--- src/rtl/vesp_prog_loader.sv ---
// Program loader for the vesp1 core: holds the CPU in reset, zeroes low memory,
// streams instruction words into main memory from a base address, then releases the CPU.
module vesp_prog_loader #(
    parameter int unsigned word_size    = 16,
    parameter int unsigned address_size = 12,
    parameter int unsigned clear_depth  = 256
) (
    input  logic                    clk,
    input  logic                    rst,
    input  logic                    start,
    input  logic [address_size-1:0] base_addr,
    input  logic [word_size-1:0]    in_word,
    input  logic                    in_valid,
    input  logic                    in_last,
    output logic                    in_ready,
    output logic [address_size-1:0] mem_addr,
    output logic [word_size-1:0]    mem_wdata,
    output logic                    mem_we,
    output logic                    cpu_rst,
    output logic                    busy,
    output logic                    done,
    output logic [address_size:0]   word_count
);

    typedef enum logic [2:0] {
        StIdle,
        StClear,
        StLoad,
        StFinish,
        StRun
    } state_e;

    localparam logic [address_size-1:0] ClearLast = address_size'(clear_depth - 1);
    localparam logic [address_size:0]   CountMax  = {1'b1, {address_size{1'b0}}};

    state_e                  state_q, state_d;
    logic [address_size-1:0] base_q, base_d;
    logic [address_size-1:0] mem_addr_q, mem_addr_d;
    logic [word_size-1:0]    mem_wdata_q, mem_wdata_d;
    logic                    mem_we_q, mem_we_d;
    logic                    in_ready_q, in_ready_d;
    logic                    cpu_rst_q, cpu_rst_d;
    logic                    busy_q, busy_d;
    logic                    done_q, done_d;
    logic [address_size:0]   word_count_q, word_count_d;

    logic handshake;
    assign handshake = in_valid & in_ready_q;

    always_comb begin
        state_d      = state_q;
        base_d       = base_q;
        mem_addr_d   = mem_addr_q;
        mem_wdata_d  = mem_wdata_q;
        mem_we_d     = 1'b0;
        in_ready_d   = in_ready_q;
        cpu_rst_d    = cpu_rst_q;
        busy_d       = busy_q;
        done_d       = done_q;
        word_count_d = word_count_q;

        unique case (state_q)
            StIdle, StRun: begin
                in_ready_d = 1'b0;
                if (start) begin
                    // The first clear write (address 0) goes out on the same edge.
                    state_d      = StClear;
                    base_d       = base_addr;
                    word_count_d = '0;
                    busy_d       = 1'b1;
                    done_d       = 1'b0;
                    cpu_rst_d    = 1'b0;
                    mem_we_d     = 1'b1;
                    mem_addr_d   = '0;
                    mem_wdata_d  = '0;
                end
            end
            StClear: begin
                if (mem_addr_q == ClearLast) begin
                    in_ready_d = 1'b1;
                    state_d    = StLoad;
                end else begin
                    mem_addr_d  = mem_addr_q + address_size'(1);
                    mem_wdata_d = '0;
                    mem_we_d    = 1'b1;
                end
            end
            StLoad: begin
                if (handshake) begin
                    mem_we_d    = 1'b1;
                    mem_addr_d  = base_q + word_count_q[address_size-1:0];
                    mem_wdata_d = in_word;
                    if (word_count_q != CountMax) begin
                        word_count_d = word_count_q + (address_size + 1)'(1);
                    end
                    if (in_last) begin
                        in_ready_d = 1'b0;
                        state_d    = StFinish;
                    end
                end
            end
            StFinish: begin
                cpu_rst_d = 1'b1;
                done_d    = 1'b1;
                busy_d    = 1'b0;
                state_d   = StRun;
            end
            default: begin
                state_d    = StIdle;
                in_ready_d = 1'b0;
                busy_d     = 1'b0;
                done_d     = 1'b0;
                cpu_rst_d  = 1'b0;
            end
        endcase
    end

    always_ff @(posedge clk or negedge rst) begin
        if (!rst) begin
            state_q      <= StIdle;
            base_q       <= '0;
            mem_addr_q   <= '0;
            mem_wdata_q  <= '0;
            mem_we_q     <= 1'b0;
            in_ready_q   <= 1'b0;
            cpu_rst_q    <= 1'b0;
            busy_q       <= 1'b0;
            done_q       <= 1'b0;
            word_count_q <= '0;
        end else begin
            state_q      <= state_d;
            base_q       <= base_d;
            mem_addr_q   <= mem_addr_d;
            mem_wdata_q  <= mem_wdata_d;
            mem_we_q     <= mem_we_d;
            in_ready_q   <= in_ready_d;
            cpu_rst_q    <= cpu_rst_d;
            busy_q       <= busy_d;
            done_q       <= done_d;
            word_count_q <= word_count_d;
        end
    end

    assign in_ready   = in_ready_q;
    assign mem_addr   = mem_addr_q;
    assign mem_wdata  = mem_wdata_q;
    assign mem_we     = mem_we_q;
    assign cpu_rst    = cpu_rst_q;
    assign busy       = busy_q;
    assign done       = done_q;
    assign word_count = word_count_q;

endmodule

--- config.mk ---
export PLATFORM = sky130hd
export DESIGN_NAME = vesp_prog_loader
export DESIGN_NICKNAME = d
export VERILOG_FILES = /design/src/rtl/vesp_prog_loader.sv
export SDC_FILE = /design/constraint.sdc
export NUM_CORES = 1
export LEC_CHECK = 0
export CAP_MARGIN = 20
export CORE_MARGIN = 1
export CORE_UTILIZATION = 51
export DETAILED_ROUTE_END_ITERATION = 16
export MAX_ROUTING_LAYER = met4
export PLACE_DENSITY = 0.77
export SETUP_SLACK_MARGIN = 0.15
export SLEW_MARGIN = 20
export SYNTH_ARGS = -nofsm -noshare
export SYNTH_HDL_FRONTEND = slang
export SYNTH_SLANG_ARGS = --single-unit
--- constraint.sdc ---
create_clock -name clk -period 2.6 [get_ports clk]
set_input_delay 0.52 -clock clk [delete_from_list [all_inputs] [get_ports clk]]
set_output_delay 0.52 -clock clk [all_outputs]
set_load 0.005 [all_outputs]
[Word level (Yosys, flattened, before mapping)]
Cells that the tools add are included.
Word-level totals
  output and inout port bits: 46
  flip-flop bits (word level): 60
  bits of input ports: 33
  word-level logic and storage cells: 67
Cells by class
  add/subtract/negate cells: 3
  muxes and demuxes: 29
  reduce and logical (&&, ||, !) cells: 11
  eq/ne operators: 12
  bitwise gates (word level): 3
Operators with widths (number)
  $mux W16: 3
  $pmux W16 S3: 1
  $mux W13: 3
  $mux W12: 3
  $pmux W12 S3: 1
  $pmux W13 S2: 1
  $reduce_and A4 Y1: 4
  $add A13 B1 Y13 const B: 1
  $ne A13 B13 Y1 const B: 1
  $add A12 B1 Y12 const B: 1
  $add A12 B12 Y12: 1
  $eq A12 B8 Y1 const B: 1
  $mux W3: 4
  $ne A2 B2 Y1 const B: 6
  $pmux W3 S4: 1
  $pmux W1 S3: 3
  $mux W1: 8
  $eq A3 B2 Y1 const B: 2
  $reduce_and A2 Y1: 2
  $reduce_or A2 Y1: 2
  $eq A3 B1 Y1 const B: 1
  $eq A3 B3 Y1 const B: 1
  $logic_not A3 Y1: 1
  $reduce_bool A3 Y1: 1
  4 further kinds: 5

[Longest topological paths before layout]
Gate-level depths: netlist of run 1.
  depth after elaboration: 4
  gate-level depth with buffers: 8
  mapped depth without buffers: 8

[Worst setup path before layout of run 1]
OpenSTA, ideal clock, no wires.
  path kind: register to register
  start point: register mem_addr_q[0] (netlist: mem_addr[0])
  end point: register mem_addr_q[10] (netlist: mem_addr[10])
  path buffers: 1
  period minus slack after synthesis: 1916 ps
  data required time: 2468 ps
  cell stages (with the launch flop): 9
  setup slack: 684 ps
  data arrival time: 1784 ps
  setup time: 132 ps
  path through: dfrtp_1 ha_1 nand3_1 o41a_2 nor2_4 inv_1 buf_6 o21ai_2 o211ai_1
Between the ends
  word-level cells in the longest chain between the ends: 3
  elaborated cells between the ends (all ways): 6
  those cells by class: 1 x add/sub; 2 x eq/ne; 2 x mux; 1 x reduce/logical
RTL lines
  start, declared: RTL line 38  | logic [address_size-1:0] mem_addr_q, mem_addr_d;
  start signal, assigned: RTL line 133  | mem_addr_q <= mem_addr_d;
  $add A12 B1 Y12 / $eq A12 B8 Y1 (equally long branches): RTL line 83, 79
  $mux W12 / $ne A2 B2 Y1 (equally long branches)
  $pmux W12 S3 / $reduce_and A4 Y1 (equally long branches)
Several ways; a longest one is shown, not always the timed one. The select of a mux whose other input is x is not followed.
A chain may end at the register's enable or synchronous reset.

[Final worst setup path of run 1]
  start point: register word_count_q[0] (netlist: word_count[0])
  end point: register mem_addr_q[6] (netlist: mem_addr[6])
Between the ends
  word-level cells in the longest chain between the ends: 3
RTL lines
  start, declared: RTL line 45  | logic [address_size:0] word_count_q, word_count_d;
  start signal, assigned: RTL line 140  | word_count_q <= word_count_d;
  $add A12 B12 Y12: RTL line 91  | mem_addr_d = base_q + word_count_q[address_size-1:0];
  $mux W12: RTL line 89  | if (handshake) begin
  $pmux W12 S3: RTL line 62  | unique case (state_q)
No other way between the ends. The select of a mux whose other input is x is not followed.

==> results of run 1 <==
==> kinds of logic (layout without fill, tap and decap cells) <==
| family | after synthesis | in the layout | share of synthesized area |
|---|---|---|---|
| fa+ha+maj | 16 | 16 | 0.0582 |
| compound gates | 73 | 73 | 0.141 |
| flops | 60 | 60 | 0.426 |
| buf+inv | 30 | 117 | 0.0486 |
| mux | 2 | 2 | 0.00568 |
| xor+xnor | 18 | 18 | 0.0447 |
| simple gates | 194 | 194 | 0.276 |
==> worst paths after layout <==
kind	start	cells past startpoint	to
min in group clk	mem_wdata[4]	2	mem_wdata[4]
worst max-delay path	word_count[0]	8	mem_addr[6]
max in group asynchronous	rst	2	mem_addr[11]
worst min register to register	mem_wdata[4]	2	mem_wdata[4]
worst max register to register	word_count[0]	8	mem_addr[6]
worst min-delay path	rst	1	busy
==> placed cells by master, fill, tap and decap left out, drive strengths merged, types with 2 or more instances in the layout <==
master,count
nand2b,4
nor3b,3
and4,2
and3,6
o21ai,21
a32o,2
nand3,30
a21o,4
clkbuf,12
o21a,2
dfrtp,60
o22ai,2
xnor2,6
o211ai,6
nor4,4
nand4,9
ha,14
mux2i,2
and2,3
buf,11
or3,2
inv,13
a21oi,16
nor2,25
nor2b,4
a31oi,6
bufinv,3
nand2,85
nor3,8
clkdlybuf4s50,77
xor2,12
==> power by group through the flow <==
stage          logic (mW)  registers (mW)  clock network, mW
2_1_floorplan       0.973            1.30                  0
3_3_place_gp         1.38            1.36                  0
3_5_place_dp         1.42            1.37                  0
4_1_cts              1.43            1.35               1.03
5_1_grt              1.58            1.38               1.08
6_report             1.43            1.36               1.02
==> per-stage QoR <==
step / cell area, um^2 / util / hold slack, ns / power (mW)
5_1_grt: 4600 / 0.709 / 0.238 / 4.04
3_3_place_gp: 4370 / 0.673 / 0.450 / 2.74
4_1_cts: 4600 / 0.708 / 0.205 / 3.81
3_5_place_dp: 4370 / 0.673 / 0.456 / 2.79
2_1_floorplan: 3530 / - / 0.224 / 2.27
6_report: 4600 / 0.709 / 0.189 / 3.81
==> per-layer routing <==
layer	global-route usage	wire, um	vias to the layer above
li1	-	-	1544
met1	0.360	3940	1533
met2	0.417	4270	93
met3	0.0545	475	14
met4	0.0986	120	0
met5	-	0	-
==> state kept, by name (all words and copies together) (netlist names) <==
name	flops
mem_wdata	16
word_count	13
base_q	12
mem_addr	12
state_q	3
busy	1
done	1
in_ready	1
mem_we	1
==> area by class of cell <==
cell class	count	area (um^2)	area share
multi-input cells	303	1860	0.404
flip-flops and latches	60	1500	0.326
clock buffers	12	135	0.0294
clock inverters	4	97.6	0.0212
well taps	77	96.3	0.0209
repair buffers	88	863	0.188
inverters	13	48.8	0.0106
==> results.yml, run 1 <==
yosys:
  yosys.area.top_type_share: 0.426
  synth_common_cells: "85 x nand2_1, 60 x dfrtp_1, 29 x nand3_1"
  async_reset_ff_frac: 1.00
  ys_seq_area_frac: 0.426
  yosys_register_bits: 60
  yosys.cell_count.top_type: "nand2_1"
  yosysWarnings: 0
  syn_area_per_cell_um2: 8.97
  syn_nets: 441
  syn-instance-count: 393
  synth.distinct_cells: 65
  synthTopCellsByArea: "dfrtp_1 43%, nand2_1 9.0%, ha_1 5.0%"
  synth_top_cell_by_area: "dfrtp_1"
  syn-cell-area_um2: 3530
  synth_edf_count: 0
  synth-main-ff-cell: "dfrtp_1"
timing:
  finalHoldViolCount: 0
  rsz0062_at_grt: "no"
  worst_slew_pin_slew_ns: 0.644
  clock_skew_ns: 0.00995
  timing.slew.headroom: 0.571
  fin_crit_sh: 0.886
  tns_ns: 0
  max_freq_mhz: 434
  setup_viol: 0
  fin_crit_ns: 2.30
  drv_slew: 0
  setup_slack_ns: 0.296
global_routing:
  grt_max_degree: 34
  grt_pass1_wl_um: 14900
  grt_pass1_vias: 3081
  antenna_found_initial: 0
  track_usage: 0.272
  grt-ovfl-total: 0
pwr:
  cellPowerDensity_nw_per_um2: 828
  swShare: 0.366
  clockPowerShare: 0.269
  p_int_mw: 2.42
  switching_power_mw: 1.40
  max-vdd-ir-drop_mv: 0.398
  comb_power_share: 0.375
  power.leakage_nw: 2.08
  pwr-share-seq: 0.356
clocking:
  clkSinkCount: 60
  path_clk_slew_ns: 0.07
  postCtsSetupRepairBufs: 0
  cts_made_buffers: 9
  root_buffer: "clkbuf_8"
  clock_latency_ns: 0.35
  htree_levels: 3
  clock_path_buffers: 2
  postCtsHoldBufs: 0
  post_cts_resized: 0
  tritoncts: "done"
setup_path:
  crit_family: "simple AND/OR/NAND/NOR gates"
  critPathMaxFanout: 6
  max_stage_delay_ns: 0.44
  crit_chain: "ha_1, inv_1, fa_1, nor2b_2, o2111ai_1, and4b_1, nor3_1, o21ai_0"
  slowest_stage: "dfrtp_1"
  critPathLaunchType: "register"
  crit_buf_inv: 1
  crit_required_ns: 2.81
  rrSetupSlack_ns: 0.30
  arrival_ns: 2.52
  cp-end-kind: "register"
  criticalPathCategory: "reg2reg"
place:
  dp_hpwl_um: 6350
  gp_congestion: 0.922
  dp_cells: 541
  pre_cts_ws_ns: 0.242
  port-buffer-count: 78
floorplanning:
  io_pins: 79
  chipHeight_um: 85.1
  dieArea_um2: 7250
  die_w_um: 85.1
  start_util: 0.543
  rows: 29
  core_region_area_um2: 6490
drt:
  vias: 3184
  post_drt_wl_per_cell_um: 15.8
  postRouteAntennaNets: 0
  drc: 0
  firstDrtPassIters: 4
  viasPerCell: 5.72
  wl_um: 8800
  drt_first_iter_violations: 178
layout:
  fill_cells: 520
  layout.cells.non_filler: 557
  syn_to_final_growth_pct: 30.6
  antenna_cells: 0
  drive_above_1_share: 0.0833
  fin_nets: 523
min_path:
  hp-class: "in2async"
run_status:
  outcome: "finished, final reports clean"
run:
  cap_violations: 0
Power figures use the tool's default switching activity.
==> inputs of run 2 (changes only) <==
--- a/config.mk
+++ b/config.mk
@@ -5,7 +5,7 @@
 export SDC_FILE = /design/constraint.sdc
 export NUM_CORES = 1
 export LEC_CHECK = 0
-export CAP_MARGIN = 20
+export CAP_MARGIN = 10
 export CORE_MARGIN = 1
 export CORE_UTILIZATION = 51
 export DETAILED_ROUTE_END_ITERATION = 16
==> results of run 2 <==
Same layout as run 1: the final DEF is identical, and so are final timing and power.
==> inputs of run 3 (changes only) <==
--- a/config.mk
+++ b/config.mk
@@ -5,6 +5,7 @@
 export SDC_FILE = /design/constraint.sdc
 export NUM_CORES = 1
 export LEC_CHECK = 0
+export ABC_CLOCK_PERIOD_IN_PS = 2600
 export CAP_MARGIN = 10
 export CORE_MARGIN = 1
 export CORE_UTILIZATION = 51
@@ -12,7 +13,6 @@
 export MAX_ROUTING_LAYER = met4
 export PLACE_DENSITY = 0.77
 export SETUP_SLACK_MARGIN = 0.15
-export SLEW_MARGIN = 20
 export SYNTH_ARGS = -nofsm -noshare
 export SYNTH_HDL_FRONTEND = slang
 export SYNTH_SLANG_ARGS = --single-unit
==> results of run 3 <==
Same layout as run 1: the final DEF is identical, and so are final timing and power.
